[src/rtl/text_term_ctrl.sv]
// Terminal write controller: turns accepted ASCII codes into single-cell text RAM
// writes, tracks the cursor and scrolls through a circular top-row pointer.
module text_term_ctrl #(
    parameter int COLS   = 70,
    parameter int ROWS   = 30,
    parameter int ADDR_W = 12
) (
    input  logic              clk,
    input  logic              rst,
    input  logic              key_valid,
    input  logic [7:0]        key_asc,
    output logic              ready,
    output logic              ovf,
    output logic              wr_en,
    output logic [ADDR_W-1:0] wr_addr,
    output logic [7:0]        wr_data,
    output logic [4:0]        cur_row,
    output logic [6:0]        cur_col,
    output logic [4:0]        top_row
);

    typedef enum logic [1:0] {
        ST_INIT,
        ST_IDLE,
        ST_PUT,
        ST_SCROLL_CLR
    } state_t;

    localparam logic [ADDR_W-1:0] LAST_CELL = ADDR_W'(ROWS * COLS - 1);
    localparam logic [4:0]        LAST_ROW  = 5'(ROWS - 1);
    localparam logic [6:0]        LAST_COL  = 7'(COLS - 1);
    localparam logic [5:0]        ROWS_W    = 6'(ROWS);
    localparam logic [7:0]        BLANK     = 8'h20;

    // Valid/ready: a key is taken on a clock edge where key_valid=1 and ready=1;
    // key_valid with ready=0 is dropped and flagged on ovf for one cycle.

    state_t            state_q, state_d;
    logic              ready_q, ready_d;
    logic              ovf_q, ovf_d;
    logic              wr_en_q, wr_en_d;
    logic [ADDR_W-1:0] wr_addr_q, wr_addr_d;
    logic [7:0]        wr_data_q, wr_data_d;
    logic [4:0]        cur_row_q, cur_row_d;
    logic [6:0]        cur_col_q, cur_col_d;
    logic [4:0]        top_row_q, top_row_d;
    logic [ADDR_W-1:0] init_cnt_q, init_cnt_d;
    logic [6:0]        clr_cnt_q, clr_cnt_d;
    logic [4:0]        clr_row_q, clr_row_d;
    logic              scroll_q, scroll_d;

    logic is_print;
    logic is_nl;
    logic is_bs;
    logic do_nl;
    logic accept;

    assign is_print = (key_asc >= 8'h20) && (key_asc <= 8'h7E);
    assign is_nl    = (key_asc == 8'h0D) || (key_asc == 8'h0A);
    assign is_bs    = (key_asc == 8'h08);
    assign accept   = key_valid && ready_q && (state_q == ST_IDLE);

    function automatic logic [ADDR_W-1:0] row_base(input logic [4:0] phys);
        return ADDR_W'(phys) * ADDR_W'(COLS);
    endfunction

    // Logical-to-physical row: the sum is below 2*ROWS, so one subtract suffices.
    function automatic logic [4:0] phys_row(input logic [4:0] row, input logic [4:0] top);
        logic [5:0] sum;
        sum = {1'b0, row} + {1'b0, top};
        if (sum >= ROWS_W) begin
            sum = sum - ROWS_W;
        end
        return sum[4:0];
    endfunction

    function automatic logic [ADDR_W-1:0] cell_addr(input logic [4:0] row,
                                                    input logic [4:0] top,
                                                    input logic [6:0] col);
        return row_base(phys_row(row, top)) + ADDR_W'(col);
    endfunction

    always_comb begin
        state_d    = state_q;
        ready_d    = ready_q;
        ovf_d      = key_valid && !accept;
        wr_en_d    = 1'b0;
        wr_addr_d  = wr_addr_q;
        wr_data_d  = wr_data_q;
        cur_row_d  = cur_row_q;
        cur_col_d  = cur_col_q;
        top_row_d  = top_row_q;
        init_cnt_d = init_cnt_q;
        clr_cnt_d  = clr_cnt_q;
        clr_row_d  = clr_row_q;
        scroll_d   = scroll_q;
        do_nl      = 1'b0;

        case (state_q)
            ST_INIT: begin
                wr_en_d    = 1'b1;
                wr_addr_d  = init_cnt_q;
                wr_data_d  = BLANK;
                init_cnt_d = init_cnt_q + ADDR_W'(1);
                if (init_cnt_q == LAST_CELL) begin
                    state_d = ST_IDLE;
                end
            end

            ST_IDLE: begin
                ready_d = 1'b1;
                if (accept) begin
                    ready_d  = 1'b0;
                    state_d  = ST_PUT;
                    scroll_d = 1'b0;
                    // The cell write is decoded here so it lands in the PUT cycle.
                    if (is_print) begin
                        wr_en_d   = 1'b1;
                        wr_addr_d = cell_addr(cur_row_q, top_row_q, cur_col_q);
                        wr_data_d = key_asc;
                        if (cur_col_q < LAST_COL) begin
                            cur_col_d = cur_col_q + 7'd1;
                        end else begin
                            do_nl = 1'b1;
                        end
                    end else if (is_nl) begin
                        do_nl = 1'b1;
                    end else if (is_bs) begin
                        if (cur_col_q != 7'd0) begin
                            cur_col_d = cur_col_q - 7'd1;
                            wr_en_d   = 1'b1;
                            wr_addr_d = cell_addr(cur_row_q, top_row_q, cur_col_q - 7'd1);
                            wr_data_d = BLANK;
                        end else if (cur_row_q != 5'd0) begin
                            cur_row_d = cur_row_q - 5'd1;
                            cur_col_d = LAST_COL;
                            wr_en_d   = 1'b1;
                            wr_addr_d = cell_addr(cur_row_q - 5'd1, top_row_q, LAST_COL);
                            wr_data_d = BLANK;
                        end
                    end

                    if (do_nl) begin
                        cur_col_d = 7'd0;
                        if (cur_row_q < LAST_ROW) begin
                            cur_row_d = cur_row_q + 5'd1;
                        end else begin
                            // The old top row becomes the new bottom row and must be blanked.
                            top_row_d = (top_row_q == LAST_ROW) ? 5'd0 : top_row_q + 5'd1;
                            clr_row_d = top_row_q;
                            scroll_d  = 1'b1;
                        end
                    end
                end
            end

            ST_PUT: begin
                if (scroll_q) begin
                    state_d   = ST_SCROLL_CLR;
                    clr_cnt_d = 7'd0;
                end else begin
                    state_d = ST_IDLE;
                    ready_d = 1'b1;
                end
            end

            ST_SCROLL_CLR: begin
                wr_en_d   = 1'b1;
                wr_addr_d = row_base(clr_row_q) + ADDR_W'(clr_cnt_q);
                wr_data_d = BLANK;
                clr_cnt_d = clr_cnt_q + 7'd1;
                if (clr_cnt_q == LAST_COL) begin
                    state_d  = ST_IDLE;
                    scroll_d = 1'b0;
                end
            end

            default: begin
                state_d = ST_INIT;
            end
        endcase
    end

    always_ff @(posedge clk or posedge rst) begin
        if (rst) begin
            state_q    <= ST_INIT;
            ready_q    <= 1'b0;
            ovf_q      <= 1'b0;
            wr_en_q    <= 1'b0;
            wr_addr_q  <= '0;
            wr_data_q  <= 8'h00;
            cur_row_q  <= 5'd0;
            cur_col_q  <= 7'd0;
            top_row_q  <= 5'd0;
            init_cnt_q <= '0;
            clr_cnt_q  <= 7'd0;
            clr_row_q  <= 5'd0;
            scroll_q   <= 1'b0;
        end else begin
            state_q    <= state_d;
            ready_q    <= ready_d;
            ovf_q      <= ovf_d;
            wr_en_q    <= wr_en_d;
            wr_addr_q  <= wr_addr_d;
            wr_data_q  <= wr_data_d;
            cur_row_q  <= cur_row_d;
            cur_col_q  <= cur_col_d;
            top_row_q  <= top_row_d;
            init_cnt_q <= init_cnt_d;
            clr_cnt_q  <= clr_cnt_d;
            clr_row_q  <= clr_row_d;
            scroll_q   <= scroll_d;
        end
    end

    assign ready   = ready_q;
    assign ovf     = ovf_q;
    assign wr_en   = wr_en_q;
    assign wr_addr = wr_addr_q;
    assign wr_data = wr_data_q;
    assign cur_row = cur_row_q;
    assign cur_col = cur_col_q;
    assign top_row = top_row_q;

endmodule

[config.mk]
export PLATFORM = sky130hd
export DESIGN_NAME = text_term_ctrl
export DESIGN_NICKNAME = d
export VERILOG_FILES = /design/src/rtl/text_term_ctrl.sv
export SDC_FILE = /design/constraint.sdc
export NUM_CORES = 1
export LEC_CHECK = 0
export ABC_AREA = 1
export CAP_MARGIN = 20
export CORE_MARGIN = 1
export CORE_UTILIZATION = 55
export CTS_BUF_LIST = sky130_fd_sc_hd__clkbuf_4 sky130_fd_sc_hd__clkbuf_8 sky130_fd_sc_hd__clkbuf_16
export CTS_CLUSTER_SIZE = 20
export DETAILED_ROUTE_END_ITERATION = 16
export HOLD_SLACK_MARGIN = 0.06
export PLACE_DENSITY = 0.79
export SLEW_MARGIN = 30
export SYNTH_ARGS = -nofsm -noshare
export SYNTH_HDL_FRONTEND = slang
export SYNTH_SLANG_ARGS = --single-unit
[constraint.sdc]
create_clock -name clk -period 4.9 [get_ports clk]
set_input_delay 1.225 -clock clk [delete_from_list [all_inputs] [get_ports clk]]
set_output_delay 1.225 -clock clk [all_outputs]
set_load 0.02 [all_outputs]
# Word level (Yosys, flattened, before mapping)

Index checks and enable logic that the tools add are counted.

Logic and storage cells: 158
Bits in registers: 67
Input port bits: 11
Output and inout port bits: 40

Bitwise logic cells: 1
Add/subtract/negate cells: 15
Mux-type cells: 74
$mul: 4
Eq/ne operators: 19
Reductions and logical operators: 26
$lt $le $gt $ge: 6

Operator list:

| cell                  | count |
|---|---|
| $mux 5                | 26 |
| $mux 12               | 6 |
| $mux 7                | 8 |
| $mux 8                | 6 |
| $mul 5x6->11 const B  | 4 |
| $add 12x7->12         | 3 |
| $pmux 12 s3           | 1 |
| $eq 8x4->1 const B    | 3 |
| $mux 1                | 17 |
| $pmux 8 s2            | 1 |
| $add 7x1->7 const B   | 2 |
| $pmux 7 s2            | 1 |
| $add 12x1->12 const B | 1 |
| $add 12x7->12 const B | 1 |
| $add 5x5->6           | 2 |
| $eq 12x12->1 const B  | 1 |
| $ge 6x5->1 const B    | 2 |
| $add 5x1->5 const B   | 2 |
| $ne 2x2->1 const B    | 5 |
| $reduce_and 5->1      | 2 |
| $sub 5x5->5 const B   | 2 |
| $ge 8x6->1 const B    | 1 |
| $le 8x7->1 const B    | 1 |
| $mux 2                | 4 |
| 29 further kinds      | 43 |

# Logic depth before layout (Yosys ltp)

Gate-level depths: netlist of run 1.

Word-level depth: 20
Gate-level depth with buffers: 37
Mapped depth without buffers: 37

# Least setup slack after synthesis of run 1

No wires, ideal clock.

Path type: flip-flop to flip-flop
Start: register cur_row_q[0] (netlist: cur_row[0])
End: register wr_addr_q[10] (netlist: wr_addr[10])
Setup time: 73 ps
Cell stages (with the launch flop): 29
Period minus slack after synthesis: 4695 ps
Path slack: 205 ps
Data arrival time: 4622 ps
Buffers on the path: 0
Required time: 4827 ps
Cell sequence: dfrtp_1 > ha_1 > fa_1 > inv_1 > nand2_1 > nand2_2 > inv_1 > ha_1 > xor2_2 > nand2_4 > nand2_4 > inv_1 > ha_1 > ha_1 > ha_1 > xor2_1 > ha_1 > nand4_1 > o211ai_1 > nand2_1 > a21oi_1 > nand2_1 > nor2_2 > nor2_1 > nor2_1 > nand2_1 > nand3_1 > nand2_1 > a21oi_2

Word-level cells in the longest chain between the ends: 20
Elaborated cells between the ends (all ways): 41
Those cells by class: add/sub: 8; mul: 3; order compare: 2; eq/ne: 1; mux: 25; reduce/logical: 2

RTL lines:

| item                                      | line   | text |
|---|---|---|
| start, declared                           | 44     | `logic [4:0] cur_row_q, cur_row_d;` |
| start signal, assigned                    | 206    | `cur_row_q <= cur_row_d;` |
| $sub 5x1->5                               | 138    | `wr_addr_d = cell_addr(cur_row_q - 5'd1, top_row_q, LAST_COL);` |
| $add 5x5->6                               | 70     | `sum = {1'b0, row} + {1'b0, top};` |
| $sub 5x5->5 or $ge 6x5->1 (tied branches) | 72, 71 |  |
| $mux 5                                    | 71     | `if (sum >= ROWS_W) begin` |
| $mux 5                                    | 134    | `end else if (cur_row_q != 5'd0) begin` |
| $mux 5                                    | 129    | `if (cur_col_q != 7'd0) begin` |
| $mux 5                                    | 128    | `end else if (is_bs) begin` |
| $mux 5                                    | 126    | `end else if (is_nl) begin` |
| (+4 left out)                             | --     |  |
| $add 12x7->12                             | 80     | `return row_base(phys_row(row, top)) + ADDR_W'(col);` |
| $mux 12                                   | 134    |  |
| $mux 12                                   | 129    |  |
| $mux 12                                   | 128    |  |
| $mux 12                                   | 126    |  |
| $mux 12                                   | 117    | `if (is_print) begin` |
| $mux 12                                   | 112    | `if (accept) begin` |
| $pmux 12 s3                               | 99     | `case (state_q)` |
| end signal, assigned                      | 204    | `wr_addr_q <= wr_addr_d;` |
| end, declared                             | 42     | `logic [ADDR_W-1:0] wr_addr_q, wr_addr_d;` |

Several ways; a longest one is shown, not always the timed one. The select of a mux whose other input is x is not followed.
A chain may end at the register's enable or synchronous reset.

# Worst setup path after layout of run 1

Start: register cur_row_q[0] (netlist: cur_row[0])
End: register wr_addr_q[11] (netlist: wr_addr[11])

The elaborated chain is that of the path after synthesis.

==> flow_summary.json, run 1 <==
{
  "status": "finished clean",
  "seq_area_um2": 1678,
  "r2r-start": "cur_row[0]",
  "clock-skew-final_ns": 0.004919,
  "cts_root_buffer": "clkbuf_16",
  "endpoint_kind": "register",
  "die_w_um": 111.9,
  "drtIter0Drc": 562,
  "p_leak_nw": 3.971,
  "clockBufferDepth": 2,
  "critPathMostFrequentCell": "inv_1",
  "cts-buffers-inserted": 9,
  "gp_congestion": 0.9520,
  "fin_crit_ns": 4.837,
  "startpoint_type": "register",
  "critical_path_class": "register to register",
  "routed_wirelength_um": 17630,
  "maxSlewViolCount": 0,
  "coreArea_um2": 11610,
  "drv_cap": 0,
  "clk_pin_slew_ns": 0.06,
  "fill_cells": 931,
  "layout.nets": 1094,
  "cts_hold_buf": 0,
  "routedWlPerCell_um": 15.52,
  "grt_max_degree": 39,
  "die_y_um": 111.9,
  "num_rows": 39,
  "reg2reg_slack_ns": 0.06,
  "netlist.area_leader.share_pct": 25.22,
  "drtPass1Iterations": 6,
  "ant_nets": 0,
  "die_area_um2": 12530,
  "worst_ep_required_time_ns": 5.17,
  "htreeDepth": 3,
  "ioPinCount": 51,
  "power_density_nw_per_um2": 351.6,
  "synth_area_leaders": "dfrtp_1, ha_1, nand2_1",
  "antenna_found_initial": 0,
  "synthesis.area_um2": 6648,
  "drive_gt1_share_pct": 11.98,
  "seq_area_frac_synth_pct": 25.22,
  "grt_use_total_pct": 27.77,
  "crit_fanout": 5,
  "worst_slew_pin_slew_ns": 0.7462,
  "arrival_ns": 5.11,
  "fin_util_pct": 69.02,
  "hold-path-endpoint": "scroll_q",
  "r2r-end": "wr_addr[11]",
  "num_vias": 6410,
  "num_antenna_cells": 0,
  "pre_cts_ws_ns": 0.008630,
  "route.detailed.drc": 0,
  "placed_area_um2": 7362,
  "synthCells": 910,
  "min_from": "scroll_q",
  "min_path_type": "register to register",
  "critPathMaxStageDelay_ns": 0.60,
  "multi_input_area_um2": 4559,
  "synth_nets": 1015,
  "via_per_inst": 5.643,
  "slowest_stage": "fa_2",
  "yosys.cell_types.count": 48,
  "fmax_ghz": 0.2068,
  "start_util_pct": 57.24,
  "grt_overflow": 0,
  "finalHoldViolations": 0,
  "setup_viol": 0,
  "fin_area_um2": 8015,
  "synth-async-reset-ratio_pct": 100.0,
  "hold_slack_ns": 0.4916,
  "synth-edff-count": 0,
  "synthFlopType": "dfrtp_1",
  "dp_hpwl_um": 12960,
  "clk_latency_ns": 0.34,
  "hold_depth": 2,
  "finalCritPeriodShare_pct": 98.71,
  "slew_headroom_pct": 50.07,
  "cts.sinks": 67,
  "avgSynthCellArea_um2": 7.305,
  "p_total_mw": 2.818,
  "grt_pass1_wl_um": 27670,
  "areaGrowthSynthToFinish_pct": 20.57,
  "final.setup.worst_slack_ns": 0.06339,
  "synth_top_area_cell": "dfrtp_1",
  "vdd_drop_max_v": 0.0002138,
  "synth_seq_cells": 67,
  "port-buffer-count": 50,
  "ff2ff_path_depth": 30,
  "synth_warnings": 0,
  "grt_pass1_vias": 5931,
  "cts_tree": "done"
}
[through the flow]
stage,std cells,setup TNS [ns]
floorplan,910,0
global placement,1103,0
detailed placement,1103,0
CTS,1118,0
global route,1136,-0.4437
finish,1136,0
[registers in the layout (all words and copies together), names as in the netlist]
register	count
clr_cnt_q	7
cur_col	7
wr_en	1
clr_row_q	5
ready	1
scroll_q	1
top_row	5
init_cnt_q	12
wr_data	8
wr_addr	12
cur_row	5
state_q	2
ovf	1
[per-layer routing]
metal | global-route usage (%) | share of wire, % | vias up
met5 | 0 | 0 | -
met2 | 45.47 | 48 | 186
met1 | 36.52 | 43 | 3006
met4 | 10.84 | 3.0 | 0
li1 | - | - | 3172
met3 | 5.008 | 6.0 | 46
[kinds of logic after synthesis]
logic type | count (synthesis) | share of synthesized area, %
simple gates | 356 | 24.39
compound gates | 172 | 15.11
flops | 67 | 25.22
fa+ha+maj | 94 | 18.60
mux | 1 | 0.1506
buf+inv | 169 | 9.693
xor+xnor | 51 | 6.832
[critical path, delay by kind of cell (launching register included)]
family	cells	cell delay, ns
compound gates	3	0.52
fa+ha+maj	5	1.79
buf+inv	9	0.67
flops	1	0.40
simple gates	13	1.37
[cells in the final DEF (no fill, tap or decap), drive strengths merged, types with 4 or more instances in the layout]
| cell | Yosys | layout |
|---|---|---|
| a21oi | 60 | 60 |
| o21ai | 65 | 65 |
| clkdlybuf4s50 | 0 | 50 |
| o22ai | 12 | 12 |
| inv | 156 | 158 |
| nand4 | 12 | 12 |
| o211ai | 5 | 5 |
| nand2 | 174 | 174 |
| nor2 | 76 | 76 |
| nand3b | 5 | 5 |
| dfrtp | 67 | 67 |
| o2111ai | 4 | 4 |
| fa | 8 | 8 |
| nor3 | 18 | 18 |
| clkbuf | 3 | 10 |
| nand3 | 63 | 63 |
| xnor2 | 15 | 15 |
| xor2 | 36 | 36 |
| o21bai | 4 | 4 |
| ha | 86 | 86 |
| a31oi | 8 | 8 |
| buf | 9 | 30 |
[cell usage after synthesis (2+ instances only)]
cell type  count
nor2_2         6
inv_2          4
inv_1        152
o22ai_1       12
nand3_2        5
buf_2          8
nand2_4        5
a221oi_1       2
ha_1          86
nor3_1        18
a22oi_1        2
nor4_1         2
nand3_1       57
xnor2_1       15
nor2_1        69
o21bai_1       3
a21o_1         3
a21oi_1       57
o21ai_1        8
fa_1           8
a31oi_1        8
o21ai_0       56
a41oi_1        2
nor3b_1        2
o2111ai_1      4
clkbuf_1       3
o221ai_1       2
nand3b_1       5
nand2_2        6
xor2_1        35
o31ai_1        2
or2_2          3
o211ai_1       4
dfrtp_1       67
nand2_1      163
nand4_1       12
a21oi_2        3
[repair_timing]
| item | CTS | global route |
|---|---|---|
| pin swaps | 0 | 20 |
| buffers inserted | 0 | 18 |
| setup endpoints to repair | 1 | 5 |
| resized for setup | 2 | 44 |
[cell type report]
class	instances	area share [%]
clock buffers	10	2.982
flip-flops and latches	67	20.93
multi-input cells	674	56.88
inverters	157	7.352
repair buffers	80	9.148
clock inverters	5	0.4683
well taps	143	2.232
[how the worst max path moves through the flow]
stage,startpoint,endpoint,slack (ns),depth (start not counted)
floorplan,cur_row[0],wr_addr[10],0.21,28
global placement,cur_row[0],wr_addr[10],0.19,28
detailed placement,cur_row[1],wr_addr[11],0.009,34
CTS,cur_row[0],wr_addr[11],0.04,32
global route,cur_row[0],wr_addr[11],-0.19,32
finish,cur_row[0],wr_addr[11],0.06,30
[where the power goes]
part / internal, mW / leakage [nW] / switching (mW)
combinational: 0.676 / 3.01 / 0.957
clock: 0.356 / 0.131 / 0.259
sequential: 0.560 / 0.830 / 0.0104
No activity file was read; power rests on OpenSTA's default activity.
==> run 2, diff against run 1 <==
CORE_ASPECT_RATIO = 1.25   (was not set)
CORE_UTILIZATION = 37   (was 55)
PLACE_DENSITY = not set   (was 0.79)
==> flow_summary.json, run 2 (synthesis results as in run 1) <==
{
  "num_antenna_cells": 0,
  "cts.sinks": 67,
  "reg2reg_slack_ns": 0.31,
  "routed_wirelength_um": 17650,
  "vdd_drop_max_v": 0.0002058,
  "layout.nets": 1095,
  "cts_hold_buf": 0,
  "drtIter0Drc": 301,
  "crit_fanout": 6,
  "fmax_ghz": 0.2179,
  "clock-skew-final_ns": 0.01042,
  "die_y_um": 151.9,
  "grt_pass1_vias": 5914,
  "clockBufferDepth": 2,
  "p_total_mw": 2.833,
  "fin_area_um2": 8129,
  "dp_cells": 1187,
  "cts_root_buffer": "clkbuf_16",
  "slew_headroom_pct": 45.84,
  "port-buffer-count": 50,
  "startpoint_type": "register",
  "die_area_um2": 18510,
  "drive_gt1_share_pct": 12.26,
  "worst_slew_pin_slew_ns": 0.8112,
  "gp_congestion": 0.8430,
  "finalHoldViolations": 0,
  "grt_overflow": 0,
  "ant_nets": 0,
  "routedWlPerCell_um": 14.48,
  "arrival_ns": 4.80,
  "dp_hpwl_um": 13660,
  "coreArea_um2": 17500,
  "cts_tree": "done",
  "clk_latency_ns": 0.34,
  "slowest_stage": "fa_1",
  "critPathMaxStageDelay_ns": 0.46,
  "stdcell_count": 1219,
  "ioPinCount": 51,
  "ff2ff_path_depth": 28,
  "placed_area_um2": 7486,
  "num_vias": 6130,
  "grt_max_degree": 36,
  "drv_cap": 0,
  "finalCritPeriodShare_pct": 93.67,
  "via_per_inst": 5.029,
  "hold_depth": 2,
  "fin_util_pct": 46.45,
  "critical_path_class": "register to register",
  "p_leak_nw": 3.993,
  "layout_common_cells": "nand2_1, inv_1, ha_1",
  "final.setup.worst_slack_ns": 0.3104,
  "cts-buffers-inserted": 9,
  "fin_crit_ns": 4.590,
  "htreeDepth": 3,
  "min_path_type": "register to register",
  "die_w_um": 121.9,
  "endpoint_kind": "register",
  "grt_pass1_wl_um": 29080,
  "antenna_found_initial": 0,
  "areaGrowthSynthToFinish_pct": 22.29,
  "fill_cells": 1722,
  "grt_use_total_pct": 19.80,
  "setup_viol": 0,
  "maxSlewViolCount": 0,
  "pre_cts_ws_ns": -0.02041,
  "power_density_nw_per_um2": 348.5,
  "status": "finished clean",
  "route.detailed.drc": 0,
  "clk_pin_slew_ns": 0.06,
  "worst_ep_required_time_ns": 5.11,
  "final_common_cell": "nand2_1",
  "num_rows": 54,
  "start_util_pct": 37.99,
  "drtPass1Iterations": 5
}
run 2: cell types whose count changed in the layout (fill, tap and decap cells not counted), sizes merged:
cell / previous run / this run
bufinv: 0 / 1
clkinv: 2 / 5
clkbuf: 10 / 9
buf: 30 / 31
clkinvlp: 2 / 0
run 2: path summary, 6_finish.rpt:
check	from	to
min in group asynchronous	rst	cur_row[2]
max reg2reg	cur_row[0]	wr_addr[9]
min reg2reg	wr_data[0]	wr_data[0]
min	wr_data[0]	wr_data[0]
max in group asynchronous	rst	wr_en
max	cur_row[0]	wr_addr[9]
run 2: critical path, delay by kind of cell (launching register included):
kind | cells | cell delay (ns)
fa+ha+maj | 4 | 1.23
simple gates | 11 | 1.17
buf+inv | 7 | 0.65
compound gates | 4 | 0.48
flops | 1 | 0.42
mux | 1 | 0.32
xor+xnor | 1 | 0.19
run 2: stage by stage:
stage          TNS [ns]  hold WS, ns
3_3_place_gp          0       0.4737
6_report              0       0.4882
3_5_place_dp   -0.03346       0.4750
4_1_cts               0       0.4901
5_1_grt         -0.1344       0.5191
2_1_floorplan         0       0.4523
run 2: power by group:
part,total [mW],internal [mW],switching (mW)
clock network,0.669,0.398,0.271
registers,0.572,0.560,0.0121
logic,1.59,0.677,0.916
total,2.83,1.63,1.20
run 2: area by class of cell:
class,instances,area (um^2),area share (%)
inverters,157,589.3,7.249
repair buffers,81,737.0,9.066
multi-input cells,674,4544,55.90
clock buffers,9,225.2,2.771
well taps,224,280.3,3.448
flip-flops and latches,67,1678,20.64
clock inverters,7,75.07,0.9235
run 2: metal layers:
metal / GRT usage [%] / part of all wire (%) / wire length [um] / vias up
li1: - / - / - / 3164
met1: 24.93 / 45 / 7882 / 2849
met2: 34.33 / 50 / 8857 / 97
met3: 2.290 / 2.6 / 458 / 20
met4: 6.937 / 2.6 / 451 / 0
met5: 0 / 0 / 0 / -
run 2: repair_timing:
item	CTS	global route
pin swaps	0	19
setup buffers	0	16
endpoints found under the setup margin	2	5
resized for setup	1	47
